## src/rtl/led_pkg.sv

```systemverilog
// Shared types and constants for the LED scan sequencer.
// Build option: define LED_BLINK_EN to add a blink bit to each card state.
package led_pkg;

    localparam int NUM_CARDS = 4;

    localparam logic [1:0] MODE_OFF   = 2'b00;
    localparam logic [1:0] MODE_RED   = 2'b01;
    localparam logic [1:0] MODE_GREEN = 2'b10;
    localparam logic [1:0] MODE_BOTH  = 2'b11;

    typedef enum logic {
        ST_HOLD    = 1'b0,
        ST_ADVANCE = 1'b1
    } scan_state_t;

    // mode[0] drives red, mode[1] drives green
    typedef struct packed {
        logic [1:0] mode;
`ifdef LED_BLINK_EN
        logic       blink;
`endif
    } card_state_t;

    localparam card_state_t CARD_OFF = '0;

    typedef struct packed {
        logic [1:0]  card;
        card_state_t st;
    } cmd_buf_t;

endpackage

```

## src/rtl/led_blink_timer.sv

```systemverilog
// Free-running blink phase generator. Phase starts at 1 out of reset and
// toggles every BLINK_DIV cycles. Only instantiated when LED_BLINK_EN is defined.
module led_blink_timer #(
    parameter int BLINK_DIV = 1024
) (
    input  logic i_clk,
    input  logic i_rst,
    output logic o_phase
);

    localparam logic [15:0] LP_RELOAD = 16'(BLINK_DIV - 1);

    logic [15:0] r_count;
    logic        r_phase;

    // down-counter, toggle phase and reload on terminal count
    always_ff @(posedge i_clk) begin
        if (i_rst) begin
            r_count <= LP_RELOAD;
            r_phase <= 1'b1;
        end else if (r_count == 16'd0) begin
            r_count <= LP_RELOAD;
            r_phase <= ~r_phase;
        end else begin
            r_count <= r_count - 16'd1;
        end
    end

    assign o_phase = r_phase;

endmodule

```

## src/rtl/led_scan_sequencer.sv

```systemverilog
// Multiplexed LED card scanner with a one-entry command buffer.
// Build option: LED_BLINK_EN compiles in per-card blink support.
//
//  state      | meaning
//  -----------+----------------------------------------------------------
//  ST_HOLD    | present current card, count SCAN_DWELL-1 cycles
//  ST_ADVANCE | one cycle; step to next card, drain command buffer
module led_scan_sequencer
    import led_pkg::*;
#(
    parameter int SCAN_DWELL = 4,
    parameter int BLINK_DIV  = 1024
) (
    input  logic       clk,
    input  logic       rst,
    input  logic       cmd_valid,
    output logic       cmd_ready,
    input  logic [1:0] cmd_card,
    input  logic [1:0] cmd_mode,
    input  logic       cmd_blink,
    output logic [1:0] cardSelect,
    output logic       red,
    output logic       green
);

    localparam logic [7:0] LP_HOLD_LAST = 8'(SCAN_DWELL - 2);

    scan_state_t r_state;
    scan_state_t w_state_next;
    logic [7:0]  r_count;
    logic        r_ready_en;
    logic        r_buf_full;
    cmd_buf_t    r_buf;
    card_state_t r_cards [NUM_CARDS];
    logic [1:0]  r_card_sel;
    logic        r_red;
    logic        r_green;

    logic        w_hold_done;
    logic        w_accept;
    logic        w_advance;
    logic        w_drain;
    logic [1:0]  w_sel_next;
    card_state_t w_present;
    logic        w_red_next;
    logic        w_green_next;

`ifdef LED_BLINK_EN
    logic        w_phase;

    led_blink_timer #(
        .BLINK_DIV (BLINK_DIV)
    ) u_blink_timer (
        .i_clk   (clk),
        .i_rst   (rst),
        .o_phase (w_phase)
    );
`else
    logic        w_unused_cfg;
    assign w_unused_cfg = ^{cmd_blink, 16'(BLINK_DIV)};
`endif

    assign w_hold_done = (r_count == LP_HOLD_LAST);
    assign cmd_ready   = r_ready_en & ~r_buf_full;
    assign w_accept    = cmd_valid & cmd_ready;

    // scan state and dwell counter
    always_ff @(posedge clk) begin
        if (rst) begin
            r_state <= ST_HOLD;
            r_count <= '0;
        end else begin
            r_state <= w_state_next;
            if (r_state == ST_HOLD && !w_hold_done)
                r_count <= r_count + 8'd1;
            else
                r_count <= '0;
        end
    end

    // next scan state
    always_comb begin
        w_state_next = r_state;
        case (r_state)
            ST_HOLD:    if (w_hold_done) w_state_next = ST_ADVANCE;
            ST_ADVANCE: w_state_next = ST_HOLD;
            default:    w_state_next = ST_HOLD;
        endcase
    end

    // card to present after this edge and its LED levels; a drain into that
    // same card is forwarded so the new value shows without a frame of delay
    always_comb begin
        w_advance  = (r_state == ST_ADVANCE);
        w_drain    = w_advance & r_buf_full;
        w_sel_next = w_advance ? r_card_sel + 2'd1 : r_card_sel;
        w_present  = r_cards[w_sel_next];
        if (w_drain && r_buf.card == w_sel_next)
            w_present = r_buf.st;
        w_red_next   = w_present.mode[0];
        w_green_next = w_present.mode[1];
`ifdef LED_BLINK_EN
        if (w_present.blink && !w_phase) begin
            w_red_next   = 1'b0;
            w_green_next = 1'b0;
        end
`endif
    end

    // hold cmd_ready low for the first cycle out of reset
    always_ff @(posedge clk) begin
        if (rst) r_ready_en <= 1'b0;
        else     r_ready_en <= 1'b1;
    end

    // one-entry command buffer; accept and drain never coincide
    always_ff @(posedge clk) begin
        if (rst) begin
            r_buf_full <= 1'b0;
            r_buf      <= '0;
        end else if (w_drain) begin
            r_buf_full <= 1'b0;
        end else if (w_accept) begin
            r_buf_full    <= 1'b1;
            r_buf.card    <= cmd_card;
            r_buf.st.mode <= cmd_mode;
`ifdef LED_BLINK_EN
            r_buf.st.blink <= cmd_blink;
`endif
        end
    end

    // per-card state registers, written only from the buffer
    always_ff @(posedge clk) begin
        if (rst) begin
            for (int i = 0; i < NUM_CARDS; i++)
                r_cards[i] <= CARD_OFF;
        end else if (w_drain) begin
            r_cards[r_buf.card] <= r_buf.st;
        end
    end

    // select and LED levels registered together so they never skew
    always_ff @(posedge clk) begin
        if (rst) begin
            r_card_sel <= 2'd0;
            r_red      <= 1'b0;
            r_green    <= 1'b0;
        end else begin
            r_card_sel <= w_sel_next;
            r_red      <= w_red_next;
            r_green    <= w_green_next;
        end
    end

    assign cardSelect = r_card_sel;
    assign red        = r_red;
    assign green      = r_green;

endmodule

```

## config.mk

```make
export PLATFORM = sky130hd
export DESIGN_NAME = led_scan_sequencer
export DESIGN_NICKNAME = d
export VERILOG_FILES = /design/src/rtl/led_pkg.sv /design/src/rtl/led_blink_timer.sv /design/src/rtl/led_scan_sequencer.sv
export SDC_FILE = /design/constraint.sdc
export NUM_CORES = 1
export LEC_CHECK = 0
export ABC_CLOCK_PERIOD_IN_PS = 1800
export BUFFER_PORTS_ARGS = -buffer_cell sky130_fd_sc_hd__buf_2
export CAP_MARGIN = 40
export CORE_MARGIN = 5
export CORE_UTILIZATION = 30
export CTS_BUF_LIST = sky130_fd_sc_hd__clkbuf_2
export CTS_CLUSTER_SIZE = 12
export DETAILED_ROUTE_END_ITERATION = 10
export GPL_TIMING_DRIVEN = 0
export MAX_ROUTING_LAYER = met4
export PLACE_DENSITY = 0.54
export SLEW_MARGIN = 30
export SYNTH_ARGS = -nofsm -noshare
export SYNTH_HDL_FRONTEND = slang
export SYNTH_HIERARCHICAL = 1
export SYNTH_SLANG_ARGS = --single-unit
```

## constraint.sdc

```tcl
create_clock -name clk -period 1.8 [get_ports clk]
set_clock_uncertainty 0.2 [all_clocks]
set_input_delay 0.09 -clock clk [delete_from_list [all_inputs] [get_ports clk]]
set_output_delay 0.09 -clock clk [all_outputs]
set_load 0.01 [all_outputs]
```

## Word-level counts from Yosys, hierarchy flattened

Memories as Yosys holds them, arrays and structs flattened. A register that Yosys moved wholly into a read port is not among the register bits.
Index checks and enable logic that the tools add are counted.

- Bits in writable memories: 8
- Bits in registers: 17
- Logic and storage cells: 36
- Memories kept: 1

Memories:

| name | depth | width | read ports | clocked after memory_dff | write ports | RTL line | source |
|---|---|---|---|---|---|---|---|
| r_cards | 4 | 2 | 1 | 1 | 4 | led_scan_sequencer.sv:34 | `card_state_t r_cards [NUM_CARDS];` |

- Reductions and logical operators: 6
- Multiplexer cells: 12
- Add/subtract/negate cells: 2
- Bitwise logic cells: 7
- Equality and inequality tests: 1

Operators with widths:

| cell | number |
|---|---|
| 8-bit by 1-bit adder with 8-bit output (second input constant) | 1 |
| 8-bit by 2-bit equality test with 1-bit output (second input constant) | 1 |
| 1-bit 2-to-1 mux | 8 |
| 2-bit 2-to-1 mux | 3 |
| 2-bit OR reduction | 3 |
| 1-bit inverter | 4 |
| 1-bit AND | 3 |
| 2-bit by 1-bit adder with 2-bit output (second input constant) | 1 |
| 1-bit case mux with 2 select lines | 1 |
| 2-bit AND reduction | 1 |
| 1-bit logical AND | 1 |
| 1-bit zero test | 1 |

## Depth between registers and ports, before layout

Gate-level depths: netlist (run 1).

- Word-level depth: 6
- Depth in mapped cells: 5

## Worst setup path after synthesis (run 1)

OpenSTA, ideal clock, no wires.

- Path kind: reg2reg
- Start: register r_card_sel[0], in the netlist cardSelect[0]
- End: register r_green, in the netlist green (read register of r_cards)
- Data required time: 1.485 ns
- Path slack: 0.036 ns
- Clock period less this slack: 1.764 ns
- Stages on the path, launching flop included: 4
- Buffers on the path: 0
- Data arrival time: 1.448 ns
- Cell sequence: dfxtp_1 > xnor2_1 > mux4_1 > a31o_1

- Cells in the longest elaborated chain, start to end: 2

RTL lines:

| what | RTL line | source |
|---|---|---|
| from (decl) | led_scan_sequencer.sv:35 | `logic [1:0] r_card_sel;` |
| from (signal assigned) | led_scan_sequencer.sv:150 | `r_card_sel <= w_sel_next;` |
| 2-bit by 1-bit adder with 2-bit output | led_scan_sequencer.sv:96 | `w_sel_next = w_advance ? r_card_sel + 2'd1 : r_card_sel;` |
| 2-bit 2-to-1 mux (*) | led_scan_sequencer.sv:96 |  |
| to (decl) | led_scan_sequencer.sv:37 | `logic r_green;` |

Mark *: on every way between the ends. The rest lies on a longest branch, timed or not.
A chain may end at the register's enable or synchronous reset.

## Final worst setup path (run 1)

- Start: register r_state
- End: register r_green, in the netlist green (read register of r_cards)

- Cells in the longest elaborated chain, start to end: 1

RTL lines:

| what | RTL line | source |
|---|---|---|
| from (decl) | led_scan_sequencer.sv:28 | `scan_state_t r_state;` |
| from (signal assigned) | led_scan_sequencer.sv:73 | `r_state <= w_state_next;` |
| 2-bit 2-to-1 mux | led_scan_sequencer.sv:96 |  |

No other way between the ends.

==> flow_metrics.tcl, run 1 <==
set metrics [dict create \
    nets 147 \
    synth_commonest_cells "dfxtp_1, nor2_1, nand2_1" \
    power.share.switching_pct 28.6 \
    timing.fmax_mhz 579 \
    syn_area_per_cell_um2 10.5 \
    synth_top_area_share_pct 31.8 \
    synth_ff_type "dfxtp_1" \
    io-pin-count 13 \
    crit_required_ns 1.87 \
    antenna_found_initial 0 \
    die-area_um2 5350 \
    n_antenna_cell 0 \
    final_area_um2 1480 \
    drive_gt1_share_pct 23.5 \
    synthCells 114 \
    fin_setup_tns_ns 0 \
    p_leak_nw 0.602 \
    power.internal_mw 0.889 \
    async_reset_ff_share_pct 0 \
    synth.area.top_cells "dfxtp_1, edfxtp_1, mux4_1, nand3_1, nor2_1" \
    min_period_over_period_pct 95.9 \
    fin_cells 186 \
    hold_viol_final 0 \
    h-tree-depth 1 \
    die_w_um 73.2 \
    antenna_left 0 \
    clockBufferDepth 2 \
    rows 23 \
    place_ws_ns -0.0394 \
    arrival_ns 1.80 \
    power.density_nw_per_um2 842 \
    switchingPower_mw 0.356 \
    drtIter0Drc 25 \
    yosysWarnings 6 \
    path_max_fanout 10 \
    port_buffers 10 \
    setup_slack_ns 0.0744 \
    synth.largest_area_cell "dfxtp_1" \
    clk_latency_ns 0.35 \
    grt_pass1_wl_mm 3.87 \
    grt_pass1_vias 886 \
    final-setup-viol-count 0 \
    core_area_um2 3940 \
    clockRootBuffer "clkbuf_2" \
    avgRoutedWirePerCell_um 12.0 \
    die_y_um 73.2 \
    start_util_pct 30.4 \
    crit_type "reg2reg" \
    fin_crit_ns 1.73 \
    ys_seq_area_share_pct 51.8 \
    worst_pin_slew_ns 0.475 \
    yosysMostFrequentCell "dfxtp_1" \
    grt_max_degree 15 \
    placed_cell_area_um2 1310 \
    worstHoldPathType "reg2reg" \
    drc 0 \
    vias 887 \
    synth_area_um2 1200 \
    gp_congestion 0.879 \
    clock_sinks 27 \
    dpl.hpwl_mm 1.56 \
    syn_to_final_growth_pct 23.4 \
    syn_nets 124 \
    wl_mm 2.24 \
    start_kind "flop" \
    final_util_pct 37.5 \
    cp-end-kind "flop" \
    cts_tree "built" \
    cts_buffers 3 \
    combPwrFrac_pct 22.0 \
    synth_edf_count 8 \
    p_seq_share_pct 59.8 \
    cap_viol_max_count 0 \
    ys_ff_latch 27 \
    ir_drop_uv 278 \
    grt_usage_pct 9.39 \
    dp.cells 174 \
    slew_headroom_pct 68.3 \
    status "finished clean" \
    clockPowerShare_pct 18.3 \
    overflow 0 \
    drtPass1Iterations 4 \
    maxSlewViolCount 0 \
    viasPerCell 4.77 \
    yosysUniqueCellTypes 34 \
    clk_pin_slew_ns 0.24 \
]
==> through the flow <==
| step | power, mW | hold slack, ns |
|---|---|---|
| after detailed placement | 0.968 | 0.150 |
| after floorplan | 0.905 | 0.0375 |
| after global routing | 1.33 | 0.296 |
| after CTS | 1.22 | 0.290 |
| final | 1.24 | 0.295 |
| after global placement | 0.964 | 0.149 |
==> path summary, 6_finish.rpt <==
path	from	end	slack (ns)	depth (start not counted)
setup reg to reg	r_state	green	0.07	5
hold reg to reg	r_count[0]	r_count[0]	0.30	1
setup / recovery	r_state	green	0.07	5
hold / removal	r_count[0]	r_count[0]	0.30	1
==> power groups by stage <==
| stage | clock network [mW] | registers (mW) | logic [mW] |
|---|---|---|---|
| 2_1_floorplan | 0 | 0.739 | 0.167 |
| 3_3_place_gp | 0 | 0.740 | 0.223 |
| 3_5_place_dp | 0 | 0.742 | 0.226 |
| 4_1_cts | 0.241 | 0.732 | 0.246 |
| 5_1_grt | 0.261 | 0.754 | 0.316 |
| 6_report | 0.227 | 0.744 | 0.273 |
==> cell usage in the layout, fill, tap and decap left out, types with 2 or more instances in the layout <==
master         netlist  layout
a31o_1               2       2
buf_4                0       2
inv_1                2       2
nor3b_1              2       2
buf_2                1      11
edfxtp_1             8       8
and3_1               4       4
nor3_1               2       2
dlygate4sd3_1        0       7
xor2_1               3       3
nand2_1             10      10
nand3_1              9       9
nor2_1              11      11
clkbuf_2             0       4
nor2b_1              2       2
and2_1               6       6
ha_1                 2       2
mux4_1               2       2
dfxtp_1             19      16
dfxtp_4              0       3
a21oi_1              5       5
o211a_1              2       2
xnor2_1              4       3
or2_2                2       2
==> cell families (layout without fill, tap and decap cells) <==
group,Yosys count,in the layout,share of synthesized area (%)
AND/OR/NAND/NOR,56,56,25.7
buffers and inverters,6,28,2.61
AO/OA/AOI/OAI,13,13,7.42
adder cells (fa/ha/maj),2,2,2.09
multiplexers,3,3,5.22
flip-flops,27,27,51.8
XOR/XNOR,7,7,5.12
==> flip-flops by register name, indices dropped and copies added (netlist names) <==
register,cells
r_state,1
r_cards,8
r_buf,4
green,1
red,1
r_count,8
r_buf_full,1
cardSelect,2
r_ready_en,1
==> critical path, cell delays in order, from the launching register on <==
cell and delay [ns]:
dfxtp_4 0.42, buf_6 0.14, and3b_4 0.21, or2_4 0.24, mux4_1 0.22, a31o_1 0.23
==> routing by layer <==
layer  GRT usage (%)  routed length [um]  vias to the layer above
met4            3.07                  13                        0
met1            12.1                1080                      419
met3            1.79                  86                        2
met2            14.7                1060                       19
met5               -                   0                        -
li1                -                   -                      447
==> area by class of cell <==
class,count,area [um^2]
Fill cell,395,2460
Sequential cell,27,632
Multi-Input combinational cell,81,601
Timing Repair Buffer,18,128
Tap cell,50,62.6
Buffer,4,27.5
Clock buffer,4,20.0
Inverter,2,7.51
==> repair_timing <==
item	in CTS	in global routing
setup buffers	0	1
pin swaps	0	1
gates cloned	0	0
hold buffers	7	0
setup endpoints to repair	4	3
gates resized for setup	2	17
endpoints found under the hold margin	12	0
Power figures use the tool's default switching activity.
==> run 2, diff against run 1 <==
--- a/config.mk
+++ b/config.mk
@@ -7,3 +7,3 @@
 export LEC_CHECK = 0
-export ABC_CLOCK_PERIOD_IN_PS = 1800
+export ABC_CLOCK_PERIOD_IN_PS = 2000
 export BUFFER_PORTS_ARGS = -buffer_cell sky130_fd_sc_hd__buf_2
@@ -17,3 +17,3 @@
 export MAX_ROUTING_LAYER = met4
-export PLACE_DENSITY = 0.54
+export PLACE_DENSITY = 0.52
 export SLEW_MARGIN = 30
==> constraint.sdc (replaced) <==
create_clock -name clk -period 2 [get_ports clk]
set_clock_uncertainty 0.2 [all_clocks]
set_input_delay 0.4 -clock clk [delete_from_list [all_inputs] [get_ports clk]]
set_output_delay 0.4 -clock clk [all_outputs]
set_load 0.01 [all_outputs]
==> flow_metrics.tcl, run 2 (synthesis gave the netlist of run 1 again) <==
set metrics [dict create \
    status "finished clean" \
    gp_congestion 0.852 \
    p_leak_nw 0.563 \
    port_buffers 10 \
    fin_crit_ns 1.91 \
    hold_viol_final 0 \
    h-tree-depth 1 \
    syn_to_final_growth_pct 11.2 \
    cts_tree "built" \
    fin_setup_tns_ns 0 \
    start_util_pct 30.4 \
    cp-end-kind "flop" \
    p_seq_share_pct 61.9 \
    combPwrFrac_pct 19.2 \
    clk_latency_ns 0.33 \
    rsz0062_at_grt "no" \
    dp.cells 174 \
    switchingPower_mw 0.296 \
    worst_pin_slew_ns 0.445 \
    slew_headroom_pct 69.9 \
    power.density_nw_per_um2 796 \
    clockPowerShare_pct 19.0 \
    arrival_ns 1.98 \
    antenna_left 0 \
    drc 0 \
    dpl.hpwl_mm 1.62 \
    path_max_fanout 5 \
    ir_drop_uv 305 \
    vias 831 \
    top_regs "r_cards: 8 flops, r_count: 8 flops, r_buf: 4 flops" \
    nets 139 \
    hold_buffers 0 \
    wl_mm 2.06 \
    r2r_start "cardSelect[0]" \
    min_to "r_buf[1]" \
    cts_buffers 3 \
    grt_pass1_wl_mm 3.75 \
    viasPerCell 4.67 \
    io-pin-count 13 \
    clockRootBuffer "clkbuf_2" \
    n_antenna_cell 0 \
    clk_pin_slew_ns 0.23 \
    drtIter0Drc 20 \
    crit_type "reg2reg" \
    drive_gt1_share_pct 17.2 \
    final_common_cell "dfxtp_1" \
    start_kind "flop" \
    cap_viol_max_count 0 \
    power.share.switching_pct 28.0 \
    die_w_um 73.2 \
    reg2reg_depth 3 \
    worstHoldPathType "in2reg" \
    die-area_um2 5350 \
    antenna_found_initial 0 \
    crit_required_ns 2.06 \
    rows 23 \
    maxSlewViolCount 0 \
    power.internal_mw 0.763 \
    grt_max_degree 15 \
    cts_resized 0 \
    avgRoutedWirePerCell_um 11.6 \
    postCtsSetupBuffers 0 \
    timing.fmax_mhz 523 \
    holdPathStages 3 \
    fin_cells 178 \
    r2r_slack_ns 0.09 \
    grt_usage_pct 9.18 \
    core_area_um2 3940 \
    r2r-end "green" \
    overflow 0 \
    clock_sinks 27 \
    die_y_um 73.2 \
    layout_common_cells "dfxtp_1, buf_2, nor2_1, nand2_1, nand3_1" \
    clockBufferDepth 2 \
    final_util_pct 33.8 \
    drtPass1Iterations 4 \
    grt_pass1_vias 838 \
    hold_start "cmd_mode[1]" \
    final-setup-viol-count 0 \
    min_period_over_period_pct 95.7 \
]
run 2: worst max path at each step:
stage | from | end | cells after the start
floorplan | cardSelect[0] | green | 3
global placement | cardSelect[0] | green | 3
detailed placement | cardSelect[0] | green | 3
CTS | cardSelect[0] | green | 3
global route | cardSelect[0] | red | 3
finish | cardSelect[0] | green | 3
run 2: per-layer routing:
metal	wire length [um]	GRT usage [%]	vias to the layer above
li1	-	-	429
met1	1020	12.1	389
met2	937	14.0	11
met3	76	1.93	2
met4	22	3.07	0
met5	0	-	-
run 2: critical path, stage by stage (launching register included):
cell	delay, ns
dfxtp_1	0.40
xnor2_1	0.39
mux4_1	0.62
a31o_1	0.23
run 2: through the flow:
stage	power (mW)	cell area (um^2)	setup WS (ns)	hold slack (ns)
finish	1.06	1330	0.0867	0.0821
global route	1.13	1330	0.0570	0.0657
CTS	1.07	1330	0.0804	0.0611
detailed placement	0.871	1310	0.124	0.247
global placement	0.869	1310	0.145	0.243
floorplan	0.815	1200	0.236	0.226
run 2: power groups by stage:
stage               Clock (mW)  Sequential, mW  Combinational (mW)
finish                   0.201           0.655               0.203
global route             0.232           0.666               0.233
CTS                      0.214           0.656               0.205
detailed placement           0           0.668               0.203
global placement             0           0.666               0.202
floorplan                    0           0.665               0.150
run 2: cell type report:
cell class / count / area (um^2)
repair buffers: 10 / 50.0
fillers: 401 / 2610
clock buffers: 4 / 20.0
inverters: 2 / 7.51
multi-input cells: 81 / 546
plain buffers: 4 / 25.0
flip-flops and latches: 27 / 621
well taps: 50 / 62.6
==> run 3, diff against run 2 <==
ABC_CLOCK_PERIOD_IN_PS = not set   (was 2000)
CTS_BUF_LIST = sky130_fd_sc_hd__clkbuf_8   (was sky130_fd_sc_hd__clkbuf_2)
==> flow_metrics.tcl, run 3 (synthesis gave the netlist of run 1 again) <==
set metrics [dict create \
    status "finished clean" \
    grt_usage_pct 9.18 \
    crit_required_ns 1.96 \
    final_util_pct 34.4 \
    timing.fmax_mhz 528 \
    avgRoutedWirePerCell_um 11.6 \
    antenna_left 0 \
    grt_pass1_vias 836 \
    clock_sinks 27 \
    crit_type "reg2reg" \
    die-area_um2 5350 \
    gp_congestion 0.852 \
    arrival_ns 1.86 \
    h-tree-depth 1 \
    crit_path_top_delay_cell "mux4_1" \
    clockBufferDepth 2 \
    critPathTopFamily "multiplexers" \
    n_antenna_cell 0 \
    setup_slack_ns 0.105 \
    layout_common_cells "dfxtp_1, buf_2, nor2_1, nand2_1, nand3_1" \
    final_area_um2 1360 \
    placed_cell_area_um2 1310 \
    power.internal_mw 0.846 \
    port_buffers 10 \
    grt_busiest_layer "met2" \
    clk_pin_slew_ns 0.09 \
    top_regs "r_cards: 8 flops, r_count: 8 flops, r_buf: 4 flops" \
    cp.buffers_inverters 0 \
    finalHoldWorstSlack_ns 0.180 \
    rsz0062_at_grt "no" \
    grt_max_degree 15 \
    postCtsSetupBuffers 0 \
    path_cells "xnor2_1, mux4_1, a31o_1" \
    clockPowerShare_pct 25.6 \
    power.density_nw_per_um2 850 \
    syn_to_final_growth_pct 13.2 \
    overflow 0 \
    worstHoldPathType "in2reg" \
    core_area_um2 3940 \
    start_util_pct 30.4 \
    vias 841 \
    antenna_found_initial 0 \
    die_y_um 73.2 \
    wl_mm 2.07 \
    grt_util_met3_pct 2.34 \
    drtPass1Iterations 3 \
    p_seq_share_pct 56.8 \
    hold_buffers 0 \
    fin_crit_ns 1.90 \
    dpl.hpwl_mm 1.62 \
    drtIter0Drc 15 \
    clk_latency_ns 0.26 \
    r2r_slack_ns 0.10 \
    switchingPower_mw 0.306 \
    cap_viol_max_count 0 \
    slew_headroom_pct 70.4 \
    io-pin-count 13 \
    final-setup-viol-count 0 \
    slowest_delay_ns 0.61 \
    hold_viol_final 0 \
    clockRootBuffer "clkbuf_8" \
    fin_cells 178 \
    viasPerCell 4.72 \
    grt_use_met2_pct 14.0 \
    cts_buffers 3 \
    drc 0 \
    min_period_over_period_pct 94.8 \
    place_ws_ns 0.124 \
    dp.cells 174 \
    combPwrFrac_pct 17.6 \
    cp-end-kind "flop" \
    worst_pin_slew_ns 0.438 \
    rows 23 \
    start_kind "flop" \
    total_power_mw 1.15 \
    path_max_fanout 5 \
    die_w_um 73.2 \
    final_common_cell "dfxtp_1" \
    nets 139 \
    fin_setup_tns_ns 0 \
    power.share.switching_pct 26.6 \
    grt_pass1_wl_mm 3.75 \
    cts_resized 0 \
    drive_gt1_share_pct 15.6 \
    maxSlewViolCount 0 \
    ir_drop_uv 306 \
    p_leak_nw 0.570 \
    cts_tree "built" \
    grt_use_met1_pct 12.1 \
]
==> run 3: cell count changes in the layout (fill, tap and decap cells not counted), sizes merged <==
cell / change
inv: +1
clkbuf: -1
==> run 3: layer usage <==
metal	share of wire, %	wire length (um)	vias to the layer above
li1	-	-	429
met1	49	1020	399
met2	47	967	11
met3	3.5	72	2
met4	0.63	13	0
met5	0	0	-
==> run 3: final timing paths <==
path / from / endpoint / cells past startpoint
worst max-delay path: cardSelect[0] / green / 3
worst min-delay path: cmd_mode[0] / r_buf[0] / 3
worst max register to register: cardSelect[0] / green / 3
worst min register to register: r_count[0] / r_count[0] / 1
==> run 3: power groups by stage <==
stage / clock, mW / combinational, mW / sequential (mW)
floorplan: 0 / 0.150 / 0.665
global placement: 0 / 0.202 / 0.666
detailed placement: 0 / 0.203 / 0.668
CTS: 0.308 / 0.205 / 0.655
global route: 0.328 / 0.232 / 0.664
finish: 0.295 / 0.203 / 0.654
==> run 3: worst min-delay path: cells and delay by family <==
kind / cells / cell delay [ns]
AND/OR/NAND/NOR: 1 / 0.06
AO/OA/AOI/OAI: 1 / 0.05
buffers and inverters: 1 / 0.09
==> run 3: final cells by class <==
class,count,area (um^2)
inverter,2,7.51
sequential,27,621
tap,50,62.6
fill,398,2590
multi-input combinational,81,546
clock inverter,1,3.75
clock buffer,3,41.3
timing repair buffer,10,50.0
buffer,4,23.8
